$ cat config.mk
export PLATFORM = sky130hd
export DESIGN_NAME = multicycle_ctrl_fsm_flat
export DESIGN_NICKNAME = d
export VERILOG_FILES = /design/src/rtl/multicycle_ctrl_fsm_if.sv /design/src/rtl/multicycle_ctrl_fsm.sv /design/src/flat_wrapper.sv
export SDC_FILE = /design/constraint.sdc
export NUM_CORES = 1
export LEC_CHECK = 0
export CORE_ASPECT_RATIO = 0.75
export CORE_UTILIZATION = 47
export DETAILED_ROUTE_END_ITERATION = 7
export GPL_TIMING_DRIVEN = 0
export PLACE_DENSITY = 0.8
export SKIP_LAST_GASP = 1
export SLEW_MARGIN = 0
export SYNTH_ARGS = -nofsm -noshare
export SYNTH_HDL_FRONTEND = slang
export SYNTH_SLANG_ARGS = --single-unit
$ cat constraint.sdc
create_clock -name clk -period 2.26 [get_ports clk]
set_input_delay 0.226 -clock clk [delete_from_list [all_inputs] [get_ports clk]]
set_output_delay 0.226 -clock clk [all_outputs]
set_load 0.02 [all_outputs]
$ cat src/rtl/multicycle_ctrl_fsm_if.sv
// Control-unit bus bundle.
//   Fetch side   : instr_valid, instr (in) / instr_ready (out)
//   ALU side     : branch_result (in) / ALUop, ALUSrc, sftmd, Branch* strobes, imm32 (out)
//   Regfile side : reg_write (out)
//   Data memory  : mem_ready (in) / mem_read, mem_write (out)
//   PC / status  : pc_write, pc_src, illegal, mem_err (out)
// The master modport is the control FSM; the slave modport is its environment.
interface multicycle_ctrl_fsm_if;
  logic        instr_valid;
  logic [31:0] instr;
  logic        instr_ready;
  logic        branch_result;
  logic        mem_ready;
  logic [3:0]  ALUop;
  logic        ALUSrc;
  logic        sftmd;
  logic        Branch;
  logic        nBranch;
  logic        Branch_lt;
  logic        Branch_ge;
  logic        Branch_ltu;
  logic        Branch_geu;
  logic [31:0] imm32;
  logic        reg_write;
  logic        mem_read;
  logic        mem_write;
  logic        pc_write;
  logic        pc_src;
  logic        illegal;
  logic        mem_err;

  modport master (
    input  instr_valid, instr, branch_result, mem_ready,
    output instr_ready, ALUop, ALUSrc, sftmd,
           Branch, nBranch, Branch_lt, Branch_ge, Branch_ltu, Branch_geu,
           imm32, reg_write, mem_read, mem_write, pc_write, pc_src, illegal, mem_err
  );

  modport slave (
    output instr_valid, instr, branch_result, mem_ready,
    input  instr_ready, ALUop, ALUSrc, sftmd,
           Branch, nBranch, Branch_lt, Branch_ge, Branch_ltu, Branch_geu,
           imm32, reg_write, mem_read, mem_write, pc_write, pc_src, illegal, mem_err
  );
endinterface

$ cat src/rtl/multicycle_ctrl_fsm.sv
// Multi-cycle RV32I control unit. Accepts one instruction per valid/ready
// handshake, decodes it into ALU controls and imm32, then sequences
// EXEC / MEM / WB and emits register-file, memory and PC strobes.
// Ports:
//   clk      in   single clock, rising edge
//   rst_n    in   asynchronous active-low reset
//   bus      if   control bus (master side), see multicycle_ctrl_fsm_if
//   retired  out  count of completed legal instructions, wraps to 0
//
// state  | meaning
// FETCH  | instr_ready high (one cycle after reset), wait for instr_valid
// DECODE | ALU controls valid; illegal encodings end the instruction here
// EXEC   | branches resolve and retire; others go to MEM or WB
// MEM    | load/store request held until mem_ready or timeout
// WB     | register write strobe, retire
module multicycle_ctrl_fsm #(
  parameter int MEM_TIMEOUT = 15,
  parameter int RET_CNT_W   = 32
) (
  input  logic                 clk,
  input  logic                 rst_n,
  multicycle_ctrl_fsm_if.master bus,
  output logic [RET_CNT_W-1:0] retired
);

  typedef enum logic [2:0] {FETCH, DECODE, EXEC, MEM, WB} state_t;

  localparam logic [7:0] TMR_INIT = 8'(MEM_TIMEOUT - 1);

  state_t      state_q, state_d;
  logic        fetch_q;
  logic        accept;
  logic [7:0]  tmr_q;

  logic        dec_legal, dec_ld, dec_st, dec_bra, dec_src, dec_sft;
  logic [3:0]  dec_aluop;
  logic [5:0]  dec_br;
  logic [31:0] dec_imm;

  logic        bad_q, ld_q, st_q, bra_q, src_q, sft_q;
  logic [3:0]  aluop_q;
  logic [5:0]  br_q;
  logic [31:0] imm_q;

  logic        reg_write, mem_read, mem_write, pc_write, pc_src, illegal, mem_err;
  logic        ret_inc;

  // instr_ready is a flop so it stays low while rst_n is asserted and for
  // the first cycle after release.
  assign accept = fetch_q && bus.instr_valid;

  always_comb begin
    dec_legal = 1'b0;
    dec_ld    = 1'b0;
    dec_st    = 1'b0;
    dec_bra   = 1'b0;
    dec_src   = 1'b0;
    dec_sft   = 1'b0;
    dec_aluop = 4'd0;
    dec_br    = 6'd0;
    dec_imm   = 32'd0;
    case (bus.instr[6:0])
      7'b0110011: begin
        case ({bus.instr[31:25], bus.instr[14:12]})
          {7'h00, 3'b000}: begin dec_legal = 1'b1; dec_aluop = 4'd0; end
          {7'h20, 3'b000}: begin dec_legal = 1'b1; dec_aluop = 4'd1; end
          {7'h00, 3'b100}: begin dec_legal = 1'b1; dec_aluop = 4'd2; end
          {7'h00, 3'b110}: begin dec_legal = 1'b1; dec_aluop = 4'd3; end
          {7'h00, 3'b111}: begin dec_legal = 1'b1; dec_aluop = 4'd4; end
          {7'h00, 3'b001}: begin dec_legal = 1'b1; dec_aluop = 4'd5; dec_sft = 1'b1; end
          {7'h00, 3'b101}: begin dec_legal = 1'b1; dec_aluop = 4'd6; dec_sft = 1'b1; end
          {7'h20, 3'b101}: begin dec_legal = 1'b1; dec_aluop = 4'd7; dec_sft = 1'b1; end
          default: ;
        endcase
      end
      7'b0010011: begin
        case (bus.instr[14:12])
          3'b000: begin dec_legal = 1'b1; dec_aluop = 4'd0; end
          3'b100: begin dec_legal = 1'b1; dec_aluop = 4'd1; end
          3'b110: begin dec_legal = 1'b1; dec_aluop = 4'd2; end
          3'b111: begin dec_legal = 1'b1; dec_aluop = 4'd3; end
          3'b001: begin
            if (bus.instr[31:25] == 7'h00) begin
              dec_legal = 1'b1; dec_aluop = 4'd4; dec_sft = 1'b1;
            end
          end
          3'b101: begin
            if (bus.instr[31:25] == 7'h20) begin
              dec_legal = 1'b1; dec_aluop = 4'd5; dec_sft = 1'b1;
            end else if (bus.instr[31:25] == 7'h00) begin
              dec_legal = 1'b1; dec_aluop = 4'd6; dec_sft = 1'b1;
            end
          end
          default: ;
        endcase
        if (dec_legal) begin
          dec_src = 1'b1;
          // shifts carry a zero-extended shamt, the rest a signed 12-bit immediate
          dec_imm = dec_sft ? {27'd0, bus.instr[24:20]}
                            : {{20{bus.instr[31]}}, bus.instr[31:20]};
        end
      end
      7'b0000011: begin
        if (bus.instr[14:12] == 3'b010) begin
          dec_legal = 1'b1; dec_ld = 1'b1; dec_src = 1'b1;
          dec_imm   = {{20{bus.instr[31]}}, bus.instr[31:20]};
        end
      end
      7'b0100011: begin
        if (bus.instr[14:12] == 3'b010) begin
          dec_legal = 1'b1; dec_st = 1'b1; dec_src = 1'b1;
          dec_imm   = {{20{bus.instr[31]}}, bus.instr[31:25], bus.instr[11:7]};
        end
      end
      7'b1100011: begin
        case (bus.instr[14:12])
          3'b000:  dec_br = 6'b100000;
          3'b001:  dec_br = 6'b010000;
          3'b100:  dec_br = 6'b001000;
          3'b101:  dec_br = 6'b000100;
          3'b110:  dec_br = 6'b000010;
          3'b111:  dec_br = 6'b000001;
          default: dec_br = 6'b000000;
        endcase
        if (dec_br != 6'd0) begin
          dec_legal = 1'b1; dec_bra = 1'b1;
          dec_imm   = {{19{bus.instr[31]}}, bus.instr[31], bus.instr[7],
                       bus.instr[30:25], bus.instr[11:8], 1'b0};
        end
      end
      default: ;
    endcase
  end

  always_comb begin
    state_d   = state_q;
    reg_write = 1'b0;
    mem_read  = 1'b0;
    mem_write = 1'b0;
    pc_write  = 1'b0;
    pc_src    = 1'b0;
    illegal   = 1'b0;
    mem_err   = 1'b0;
    ret_inc   = 1'b0;
    case (state_q)
      FETCH: begin
        if (accept) state_d = DECODE;
      end
      DECODE: begin
        if (bad_q) begin
          illegal  = 1'b1;
          pc_write = 1'b1;
          state_d  = FETCH;
        end else begin
          state_d  = EXEC;
        end
      end
      EXEC: begin
        if (bra_q) begin
          pc_write = 1'b1;
          pc_src   = bus.branch_result;
          ret_inc  = 1'b1;
          state_d  = FETCH;
        end else if (ld_q || st_q) begin
          state_d  = MEM;
        end else begin
          state_d  = WB;
        end
      end
      MEM: begin
        mem_read  = ld_q;
        mem_write = st_q;
        // a completing access in the final allowed cycle beats the timeout
        if (bus.mem_ready) begin
          if (ld_q) begin
            state_d = WB;
          end else begin
            pc_write = 1'b1;
            ret_inc  = 1'b1;
            state_d  = FETCH;
          end
        end else if (tmr_q == 8'd0) begin
          mem_err  = 1'b1;
          pc_write = 1'b1;
          state_d  = FETCH;
        end
      end
      WB: begin
        reg_write = 1'b1;
        pc_write  = 1'b1;
        ret_inc   = 1'b1;
        state_d   = FETCH;
      end
      default: state_d = FETCH;
    endcase
  end

  always_ff @(posedge clk or negedge rst_n) begin
    if (!rst_n) begin
      state_q <= FETCH;
      fetch_q <= 1'b0;
    end else begin
      state_q <= state_d;
      fetch_q <= (state_d == FETCH);
    end
  end

  // Decoded controls are captured at the handshake and cleared on return to FETCH.
  always_ff @(posedge clk or negedge rst_n) begin
    if (!rst_n) begin
      bad_q   <= 1'b0;
      ld_q    <= 1'b0;
      st_q    <= 1'b0;
      bra_q   <= 1'b0;
      src_q   <= 1'b0;
      sft_q   <= 1'b0;
      aluop_q <= 4'd0;
      br_q    <= 6'd0;
      imm_q   <= 32'd0;
    end else if (accept) begin
      bad_q   <= ~dec_legal;
      ld_q    <= dec_ld;
      st_q    <= dec_st;
      bra_q   <= dec_bra;
      src_q   <= dec_src;
      sft_q   <= dec_sft;
      aluop_q <= dec_aluop;
      br_q    <= dec_br;
      imm_q   <= dec_imm;
    end else if (state_d == FETCH) begin
      bad_q   <= 1'b0;
      ld_q    <= 1'b0;
      st_q    <= 1'b0;
      bra_q   <= 1'b0;
      src_q   <= 1'b0;
      sft_q   <= 1'b0;
      aluop_q <= 4'd0;
      br_q    <= 6'd0;
      imm_q   <= 32'd0;
    end
  end

  // MEM timeout: down-counter loaded on the way into MEM, terminal count 0.
  always_ff @(posedge clk or negedge rst_n) begin
    if (!rst_n) begin
      tmr_q <= 8'd0;
    end else if (state_q == EXEC) begin
      tmr_q <= TMR_INIT;
    end else if (state_q == MEM && tmr_q != 8'd0) begin
      tmr_q <= tmr_q - 8'd1;
    end
  end

  always_ff @(posedge clk or negedge rst_n) begin
    if (!rst_n) begin
      retired <= '0;
    end else if (ret_inc) begin
      retired <= retired + 1'b1;
    end
  end

  assign bus.instr_ready = fetch_q;
  assign bus.ALUop       = aluop_q;
  assign bus.ALUSrc      = src_q;
  assign bus.sftmd       = sft_q;
  assign bus.Branch      = br_q[5];
  assign bus.nBranch     = br_q[4];
  assign bus.Branch_lt   = br_q[3];
  assign bus.Branch_ge   = br_q[2];
  assign bus.Branch_ltu  = br_q[1];
  assign bus.Branch_geu  = br_q[0];
  assign bus.imm32       = imm_q;
  assign bus.reg_write   = reg_write;
  assign bus.mem_read    = mem_read;
  assign bus.mem_write   = mem_write;
  assign bus.pc_write    = pc_write;
  assign bus.pc_src      = pc_src;
  assign bus.illegal     = illegal;
  assign bus.mem_err     = mem_err;

endmodule

$ cat src/flat_wrapper.sv
// flat-port wrapper written by rule: the top's interface ports become plain ports
module multicycle_ctrl_fsm_flat 
#(
  parameter int MEM_TIMEOUT = 15,
  parameter int RET_CNT_W   = 32
)
  (clk, rst_n, retired, bus_instr_valid, bus_instr, bus_branch_result, bus_mem_ready, bus_instr_ready, bus_ALUop, bus_ALUSrc, bus_sftmd, bus_Branch, bus_nBranch, bus_Branch_lt, bus_Branch_ge, bus_Branch_ltu, bus_Branch_geu, bus_imm32, bus_reg_write, bus_mem_read, bus_mem_write, bus_pc_write, bus_pc_src, bus_illegal, bus_mem_err);
  multicycle_ctrl_fsm_if bus_i ();
  input  logic clk;
  input  logic rst_n;
  output logic [RET_CNT_W-1:0] retired;
  input wire logic [$bits(bus_i.instr_valid)-1:0] bus_instr_valid;
  input wire logic [$bits(bus_i.instr)-1:0] bus_instr;
  input wire logic [$bits(bus_i.branch_result)-1:0] bus_branch_result;
  input wire logic [$bits(bus_i.mem_ready)-1:0] bus_mem_ready;
  output wire logic [$bits(bus_i.instr_ready)-1:0] bus_instr_ready;
  output wire logic [$bits(bus_i.ALUop)-1:0] bus_ALUop;
  output wire logic [$bits(bus_i.ALUSrc)-1:0] bus_ALUSrc;
  output wire logic [$bits(bus_i.sftmd)-1:0] bus_sftmd;
  output wire logic [$bits(bus_i.Branch)-1:0] bus_Branch;
  output wire logic [$bits(bus_i.nBranch)-1:0] bus_nBranch;
  output wire logic [$bits(bus_i.Branch_lt)-1:0] bus_Branch_lt;
  output wire logic [$bits(bus_i.Branch_ge)-1:0] bus_Branch_ge;
  output wire logic [$bits(bus_i.Branch_ltu)-1:0] bus_Branch_ltu;
  output wire logic [$bits(bus_i.Branch_geu)-1:0] bus_Branch_geu;
  output wire logic [$bits(bus_i.imm32)-1:0] bus_imm32;
  output wire logic [$bits(bus_i.reg_write)-1:0] bus_reg_write;
  output wire logic [$bits(bus_i.mem_read)-1:0] bus_mem_read;
  output wire logic [$bits(bus_i.mem_write)-1:0] bus_mem_write;
  output wire logic [$bits(bus_i.pc_write)-1:0] bus_pc_write;
  output wire logic [$bits(bus_i.pc_src)-1:0] bus_pc_src;
  output wire logic [$bits(bus_i.illegal)-1:0] bus_illegal;
  output wire logic [$bits(bus_i.mem_err)-1:0] bus_mem_err;
  assign bus_i.instr_valid = bus_instr_valid;
  assign bus_i.instr = bus_instr;
  assign bus_i.branch_result = bus_branch_result;
  assign bus_i.mem_ready = bus_mem_ready;
  assign bus_instr_ready = bus_i.instr_ready;
  assign bus_ALUop = bus_i.ALUop;
  assign bus_ALUSrc = bus_i.ALUSrc;
  assign bus_sftmd = bus_i.sftmd;
  assign bus_Branch = bus_i.Branch;
  assign bus_nBranch = bus_i.nBranch;
  assign bus_Branch_lt = bus_i.Branch_lt;
  assign bus_Branch_ge = bus_i.Branch_ge;
  assign bus_Branch_ltu = bus_i.Branch_ltu;
  assign bus_Branch_geu = bus_i.Branch_geu;
  assign bus_imm32 = bus_i.imm32;
  assign bus_reg_write = bus_i.reg_write;
  assign bus_mem_read = bus_i.mem_read;
  assign bus_mem_write = bus_i.mem_write;
  assign bus_pc_write = bus_i.pc_write;
  assign bus_pc_src = bus_i.pc_src;
  assign bus_illegal = bus_i.illegal;
  assign bus_mem_err = bus_i.mem_err;
  multicycle_ctrl_fsm #(.MEM_TIMEOUT(MEM_TIMEOUT), .RET_CNT_W(RET_CNT_W)) u_core (.clk(clk), .rst_n(rst_n), .bus(bus_i), .retired(retired));
endmodule
# ---- Word level (Yosys, flattened, before mapping)
# Cells that the tools add are included.
dict set report totals {
  register_bits 92
  inputBits 37
  elab_cells 127
}
dict set report classes {
  n_mux 71
  addsub 2
  n_reduce_logical 17
  eq_ne 23
  bitwise 1
}
# cell n
set op_table {}
lappend op_table {{$mux 32} 7}
lappend op_table {{$pmux 32 s4} 1}
lappend op_table {{$eq 10x3->1 const B} 4}
lappend op_table {{$pmux 6 s6} 1}
lappend op_table {{$mux 1} 33}
lappend op_table {{$add 32x1->32 const B} 1}
lappend op_table {{$mux 3} 8}
lappend op_table {{$mux 6} 4}
lappend op_table {{$eq 7x6->1 const B} 3}
lappend op_table {{$pmux 3 s7} 1}
lappend op_table {{$eq 10x9->1 const B} 2}
lappend op_table {{$pmux 4 s5} 1}
lappend op_table {{$mux 8} 2}
lappend op_table {{$eq 3x3->1 const B} 5}
lappend op_table {{$mux 4} 3}
lappend op_table {{$pmux 3 s4} 1}
lappend op_table {{$eq 10x1->1 const B} 1}
lappend op_table {{$logic_not 10->1} 1}
lappend op_table {{$eq 3x2->1 const B} 3}
lappend op_table {{$logic_not 3->1} 3}
lappend op_table {{$logic_not 8->1} 1}
lappend op_table {{$pmux 1 s4} 2}
lappend op_table {{$pmux 4 s2} 1}
lappend op_table {{$reduce_bool 8->1} 1}
lappend op_table {{18 further kinds} 24}

# ---- Longest topological paths before layout
# Gate-level depths: netlist of run 1.
dict set report logic_depth {
  word_depth 9
  depth_mapped 8
  ltp_nobuf 7
}

# ---- Worst setup path before layout of run 1
# No wires, ideal clock.
dict set report synth_timing {
  path_type {register -> output}
  startpoint {register u_core.tmr_q[0]}
  endpoint {output bus_pc_write}
  arrival_time_ns 1.879
  path_stages_with_launch 7
  slack_ns 0.155
  cell_sequence {dfrtp_1 inv_1 ha_1 nor3b_1 nand2_1 nor3_1 or3_1}
}
dict set report synth_between {
  elab_chain_len 4
}
# item line_no
set synth_lines {}
lappend synth_lines {{from (decl)} multicycle_ctrl_fsm.sv:33} ;# logic [7:0] tmr_q;
lappend synth_lines {{from (signal assigned)} multicycle_ctrl_fsm.sv:250} ;# tmr_q <= tmr_q - 8'd1;
lappend synth_lines {{$logic_not 8->1} multicycle_ctrl_fsm.sv:182} ;# end else if (tmr_q == 8'd0) begin
lappend synth_lines {{$mux 1} multicycle_ctrl_fsm.sv:182}
lappend synth_lines {{$mux 1} multicycle_ctrl_fsm.sv:174} ;# if (bus.mem_ready) begin
lappend synth_lines {{$pmux 1 s4} multicycle_ctrl_fsm.sv:145} ;# case (state_q)
lappend synth_lines {{to (decl)} flat_wrapper.sv:30} ;# output wire logic [$bits(bus_i.pc_write)-1:0] bus_pc_write;
# Every way passes these cells.

# ---- Final worst setup path of run 1
dict set report layout_timing {
  startpoint {register u_core.state_q[0]}
  endpoint {output bus_reg_write}
}
dict set report layout_between {
  elab_chain_len 2
}
# item line_no
set layout_lines {}
lappend layout_lines {{from (decl)} multicycle_ctrl_fsm.sv:30} ;# state_t state_q, state_d;
lappend layout_lines {{from (signal assigned)} multicycle_ctrl_fsm.sv:203} ;# state_q <= state_d;
lappend layout_lines {{$eq 3x3->1} multicycle_ctrl_fsm.sv:145}
lappend layout_lines {{$mux 1} multicycle_ctrl_fsm.sv:145}
lappend layout_lines {{to (decl)} flat_wrapper.sv:27} ;# output wire logic [$bits(bus_i.reg_write)-1:0] bus_reg_write;
# Every way passes these cells.

==> results.ini, run 1 <==
[run_status]
run_status=finished clean

[grt]
global_route.usage.met1_pct=33.23
grt_pass1_vias=3084
grt_start_max_net_pins=53
grt_first_pass_wirelength_mm=15.59
grt_util_met2_pct=36.41
met3_track_utilization_from_global_routing_pct=4.655
grt.busiest_layer=met2
global_route.usage.total_pct=23.16
globalRoute.totalOverflow=0
number_of_antenna_violations_at_the_first_check_in_global_routing=0

[placement]
place.port_buffers=112
detailedPlace.worstSlack_ns=-0.2845
dpl_cell_area_sq_um=5201
routabilityCongestion=0.9301
post-dp-hpwl_mm=7.351
dpl.cell_count=589

[run]
drv_cap=0

[yosys]
yosysTopAreaCellShare_pct=45.92
ys.warnings.count=0
cells_after_synth=371
ys_async_sr_fraction_pct=100.0
mappedNetlistArea_sq_um=3924
ys_ff_latch=72
postSynthNetCount=410
avgSynthCellArea_sq_um=10.58
synth_top_area_cell=dfrtp_1
yosys.cell_count.top_type=dfrtp_1
netlist_top_cells_count=72 x dfrtp_1, 41 x nand2_1, 23 x nor2_1, 23 x xor2_1, 22 x buf_4
ys.flop_type=dfrtp_1
synthTopCellsByArea=dfrtp_1 46%, xor2_1 5.1%, buf_4 4.2%
synth_edf_count=0
synth-seq-area-share_pct=45.92
post_synth_num_cell_types=67

[cts]
ctsHtreeMaxLevel=3
clock_tree_from_tritoncts=done
clock_latency_of_the_later_clocked_register_in_the_worst_skew_pair_ns=0.33
path_clk_slew_ns=0.08
clock_sink_count=72
clockRootBuffer=clkbuf_8
numCtsBuffers=9
worst_case_clock_buffer_depth=2

[setup_path]
critPathLaunchType=flip-flop
data_arrival_time_of_the_critical_path_ns=1.93
worstSetupEndpointType=output port
critical_path_required_ns=2.03
worstSetupPathType=flip-flop to output port
worstPathMaxFanout=9

[floorplan]
core_area_sq_um=7988
die_area_sq_um=8722
initial_utilization_pct=49.12
fp_rows=28
ios=121
die_x_microns=107.5
fp.dieH_microns=81.13

[layout]
antenna_cells_inserted=0
register_area_sq_um=1802
nFillCells=636
post_layout_nonfiller_instances=607
areaGrowthSynthToFinish_pct=39.51
multi_input_comb_area_sq_um=1842
final_stage_net_count=536
final_layout_size_suffix_gt1_share_pct=18.33
finish.instance_area_sq_um=5474

[sta]
final.min_clock_period_ns=2.160
maxClockFrequency_mhz=463.0
worst_slew_margin_rel_pct=47.95
hold_viol_final=0
final_number_of_max_transition_violations=0
tightestPinTransition_ns=0.7791
final.setup_skew_ns=0.01142
grt_setup_unrepaired=false
post-route-worst-setup-slack_ns=0.1002
post-route-period-util_pct=95.57
finalSetupViolCount=0
hold_ws_ns=0.3017

[routing]
drtIter0Drc=144
post_drt_wl_per_cell_microns=15.99
overall_routed_net_length_mm=9.707
vias_per_cell=5.305
detail_route_antenna_nets=0
routed-via-count=3220
post_route_drc=0
dr.pass1.iters=4

[worst_hold_path]
min_path_type=input pin to flip-flop

[power_and_ir_drop]
power.ir.vdd_worst_uv=436.2
static-leakage-power_uw=0.002373
power_density_nw_per_um2=700.0

-- state kept, by name (all words and copies together) (netlist names) --
name                    flops
u_core.bus.sftmd            1
u_core.bus.instr_ready      1
u_core.bad_q                1
u_core.bus.ALUSrc           1
u_core.bus.ALUop            3
u_core.state_q              3
u_core.st_q                 1
u_core.bra_q                1
u_core.br_q                 6
u_core.ld_q                 1
u_core.bus.imm32           13
u_core.retired             32
u_core.tmr_q                8
-- timing repair --
item | CTS | global route
buffers inserted | 1 | 1
hold buffers | 1 | 0
endpoints found under the hold margin | 20 | 0
gates resized for setup | 7 | 5
pin swaps | 1 | 0
setup endpoints to repair | 3 | 2
-- path summary, 6_finish.rpt --
path / start / to / slack [ns] / depth (start not counted)
worst max-delay path: u_core.state_q[0] / bus_reg_write / 0.10 / 3
worst min-delay path: bus_instr[30] / u_core.bus.imm32[10] / 0.30 / 2
worst max register to register: u_core.tmr_q[0] / u_core.br_q[1] / 0.17 / 8
worst min register to register: u_core.bus.imm32[1] / u_core.bus.imm32[1] / 0.48 / 2
max in group asynchronous: rst_n / u_core.st_q / 1.37 / 3
min in group asynchronous: rst_n / u_core.br_q[4] / 0.33 / 2
-- layer usage --
layer,part of all wire (%),vias up
met3,4.4,8
met4,0.67,0
li1,-,1542
met2,48,91
met5,0,-
met1,47,1579
-- stage by stage --
step,TNS [ns],util [%],total power [uW]
after floorplan,0,-,2201
after global placement,-111.32,64.80,2558
after detailed placement,-1.374,65.12,2599
after CTS,0,68.33,3842
after global routing,0,68.53,4025
final,0,68.53,3832
-- cells in the final DEF, fill, tap and decap left out, drive strengths merged, types with 9 or more instances in the layout --
| cell | n |
|---|---|
| nor3 | 15 |
| nand2 | 41 |
| xor2 | 23 |
| dfrtp | 72 |
| buf | 35 |
| inv | 15 |
| nor2 | 23 |
| o21ai | 10 |
| xnor2 | 15 |
| clkbuf | 12 |
| a21oi | 11 |
| a22o | 9 |
| nand4 | 10 |
| a32o | 10 |
| nand3 | 10 |
| clkdlybuf4s50 | 109 |
-- kinds of logic (layout without fill, tap and decap cells) --
logic type | after synthesis | after routing | share of synthesized area [%]
AND/OR/NAND/NOR | 148 | 148 | 23.06
AO/OA/AOI/OAI | 59 | 59 | 13.39
buffers and inverters | 48 | 179 | 7.621
multiplexers | 2 | 2 | 0.5421
flip-flops | 72 | 72 | 45.92
adder cells (fa/ha/maj) | 3 | 3 | 0.8928
XOR/XNOR | 38 | 38 | 8.482
other | 1 | 1 | 0.09557
-- power breakdown --
group | internal [uW] | total (uW) | leakage [uW] | switching (uW)
sequential | 1400 | 1550 | 0.000952 | 145
combinational | 459 | 1050 | 0.00130 | 590
clock | 735 | 1240 | 0.000119 | 500
-- layout make-up --
| class | instances | area share (%) |
|---|---|---|
| sequential | 72 | 32.91 |
| multi-input combinational | 251 | 33.65 |
| timing repair buffer | 116 | 21.21 |
| clock buffer | 9 | 2.263 |
| inverter | 15 | 1.029 |
| clock inverter | 7 | 2.194 |
| buffer | 32 | 4.343 |
| tap | 105 | 2.400 |
-- critical path: stages, from the launching register on --
cell and delay [ns]:
dfrtp_1 0.37, buf_4 0.17, nor3b_4 0.38, clkdlybuf4s50_1 0.69
(Power assumes the default switching activity.)
==> run 2: changes to the inputs <==
--- a/config.mk
+++ b/config.mk
@@ -9,7 +9,8 @@
 export CORE_UTILIZATION = 47
 export DETAILED_ROUTE_END_ITERATION = 7
 export GPL_TIMING_DRIVEN = 0
-export PLACE_DENSITY = 0.8
+export HOLD_SLACK_MARGIN = 0.15
+export PLACE_DENSITY = 0.88
 export SKIP_LAST_GASP = 1
 export SLEW_MARGIN = 0
 export SYNTH_ARGS = -nofsm -noshare
==> results.ini, run 2 (same netlist as run 1, synthesis figures left out) <==
[run_status]
run_status=finished clean

[sta]
grt_setup_unrepaired=true
final_number_of_max_transition_violations=0
hold_viol_final=0
post-route-worst-setup-slack_ns=0.05470
final.setup_skew_ns=0.01122
final.min_clock_period_ns=2.205
maxClockFrequency_mhz=453.5
hold_ws_ns=0.2924
tightestPinTransition_ns=0.8926
finalSetupViolCount=0
post-route-period-util_pct=97.58
worst_slew_margin_rel_pct=40.50

[routing]
post_route_drc=0
overall_routed_net_length_mm=9.708
drtIter0Drc=171
post_drt_wl_per_cell_microns=15.99
vias_per_cell=5.471
routed-via-count=3321
dr.pass1.iters=6
detail_route_antenna_nets=0

[cts]
ctsHtreeMaxLevel=3
path_clk_slew_ns=0.08
numCtsBuffers=9
clockRootBuffer=clkbuf_8
clock_tree_from_tritoncts=done
clock_latency_of_the_later_clocked_register_in_the_worst_skew_pair_ns=0.35
clock_sink_count=72
worst_case_clock_buffer_depth=2

[setup_path]
critical_path_required_ns=2.03
worstPathMaxFanout=9
worstSetupPathType=flip-flop to output port
critPathLaunchType=flip-flop
worstSetupEndpointType=output port
timing.rr.start=u_core.tmr_q[0]
setup.worst_path.start=u_core.state_q[0]
data_arrival_time_of_the_critical_path_ns=1.98

[layout]
areaGrowthSynthToFinish_pct=37.98
post_layout_nonfiller_instances=607
final_stage_net_count=536
nFillCells=617
layout_commonest_cell=clkdlybuf4s50_1
largest_register=u_core.retired
layout.cells.most_common_list=109 x clkdlybuf4s50_1, 72 x dfrtp_1, 41 x nand2_1
final_layout_size_suffix_gt1_share_pct=18.53
antenna_cells_inserted=0
largest_register_ffs=32

[placement]
post-dp-hpwl_mm=7.294
detailedPlace.worstSlack_ns=-0.3214
dpl.cell_count=588
place.port_buffers=112
routabilityCongestion=0.8636

[worst_hold_path]
min_path_type=input pin to flip-flop
hp-start=bus_instr[30]

[floorplan]
die_area_sq_um=8722
die_x_microns=107.5
fp.dieH_microns=81.13
core_area_sq_um=7988
initial_utilization_pct=49.12
fp_rows=28
ios=121

[run]
drv_cap=0

[grt]
grt_first_pass_wirelength_mm=15.37
grt_start_max_net_pins=73
globalRoute.totalOverflow=0
global_route.usage.total_pct=22.88
grt_pass1_vias=3053
number_of_antenna_violations_at_the_first_check_in_global_routing=0

[power_and_ir_drop]
static-leakage-power_uw=0.002343
power_density_nw_per_um2=675.1
power.ir.vdd_worst_uv=323.4
total_power_uw=3655

-- run 2: final timing paths --
| kind | end | slack [ns] | depth (start not counted) |
|---|---|---|---|
| worst max-delay path | bus_pc_src | 0.05 | 4 |
| worst min-delay path | u_core.bus.imm32[10] | 0.29 | 2 |
| worst max register to register | u_core.bus.imm32[0] | 0.17 | 8 |
| worst min register to register | u_core.retired[31] | 0.47 | 1 |
| max in group asynchronous | u_core.retired[6] | 1.13 | 2 |
| min in group asynchronous | u_core.br_q[5] | 0.54 | 2 |
-- run 2: critical path, stage by stage, from the launching register on --
cell and delay (ns):
dfrtp_1 0.37, buf_4 0.17, nor3b_4 0.31, and3_1 0.20, clkdlybuf4s50_1 0.59
-- run 2: timing repair --
action                                 CTS  global route
hold buffers                             1             0
resized for setup                        3             8
endpoints found under the hold margin   72             0
setup endpoints to repair                2             4
setup buffers                            0             3
-- run 2: area by class of cell --
type                       count  area [sq um]  share of cell area (%)
buffer                        32         237.7                   4.391
clock buffer                   9         123.9                   2.288
clock inverter                 7         78.83                   1.456
inverter                      15         56.30                   1.040
multi-input combinational    251          1843                   34.04
sequential                    72          1802                   33.28
tap                          105         131.4                   2.427
timing repair buffer         116          1141                   21.08
-- run 2: through the flow --
stage          util [%]  area (sq um)  TNS [ns]
6_report          67.78          5414         0
5_1_grt           67.78          5414  -0.08254
3_5_place_dp      64.77          5174   -0.9685
4_1_cts           67.47          5389   -0.2300
3_3_place_gp      64.80          5176   -107.05
2_1_floorplan         -          3924         0
-- run 2: report_power, final --
part / total [uW] / switching (uW) / internal, uW
clock network: 1040 / 523 / 519
logic: 1070 / 607 / 463
registers: 1540 / 141 / 1400
total: 3660 / 1270 / 2380
-- run 2: routing by layer --
layer / part of all wire (%) / routed length, microns / vias to the layer above / GRT usage [%]
met3: 7.4 / 723 / 22 / 6.100
met5: 0 / 0 / - / 0
li1: - / - / 1556 / -
met4: 1.7 / 168 / 0 / 6.986
met1: 43 / 4214 / 1604 / 31.20
met2: 47 / 4601 / 139 / 35.83
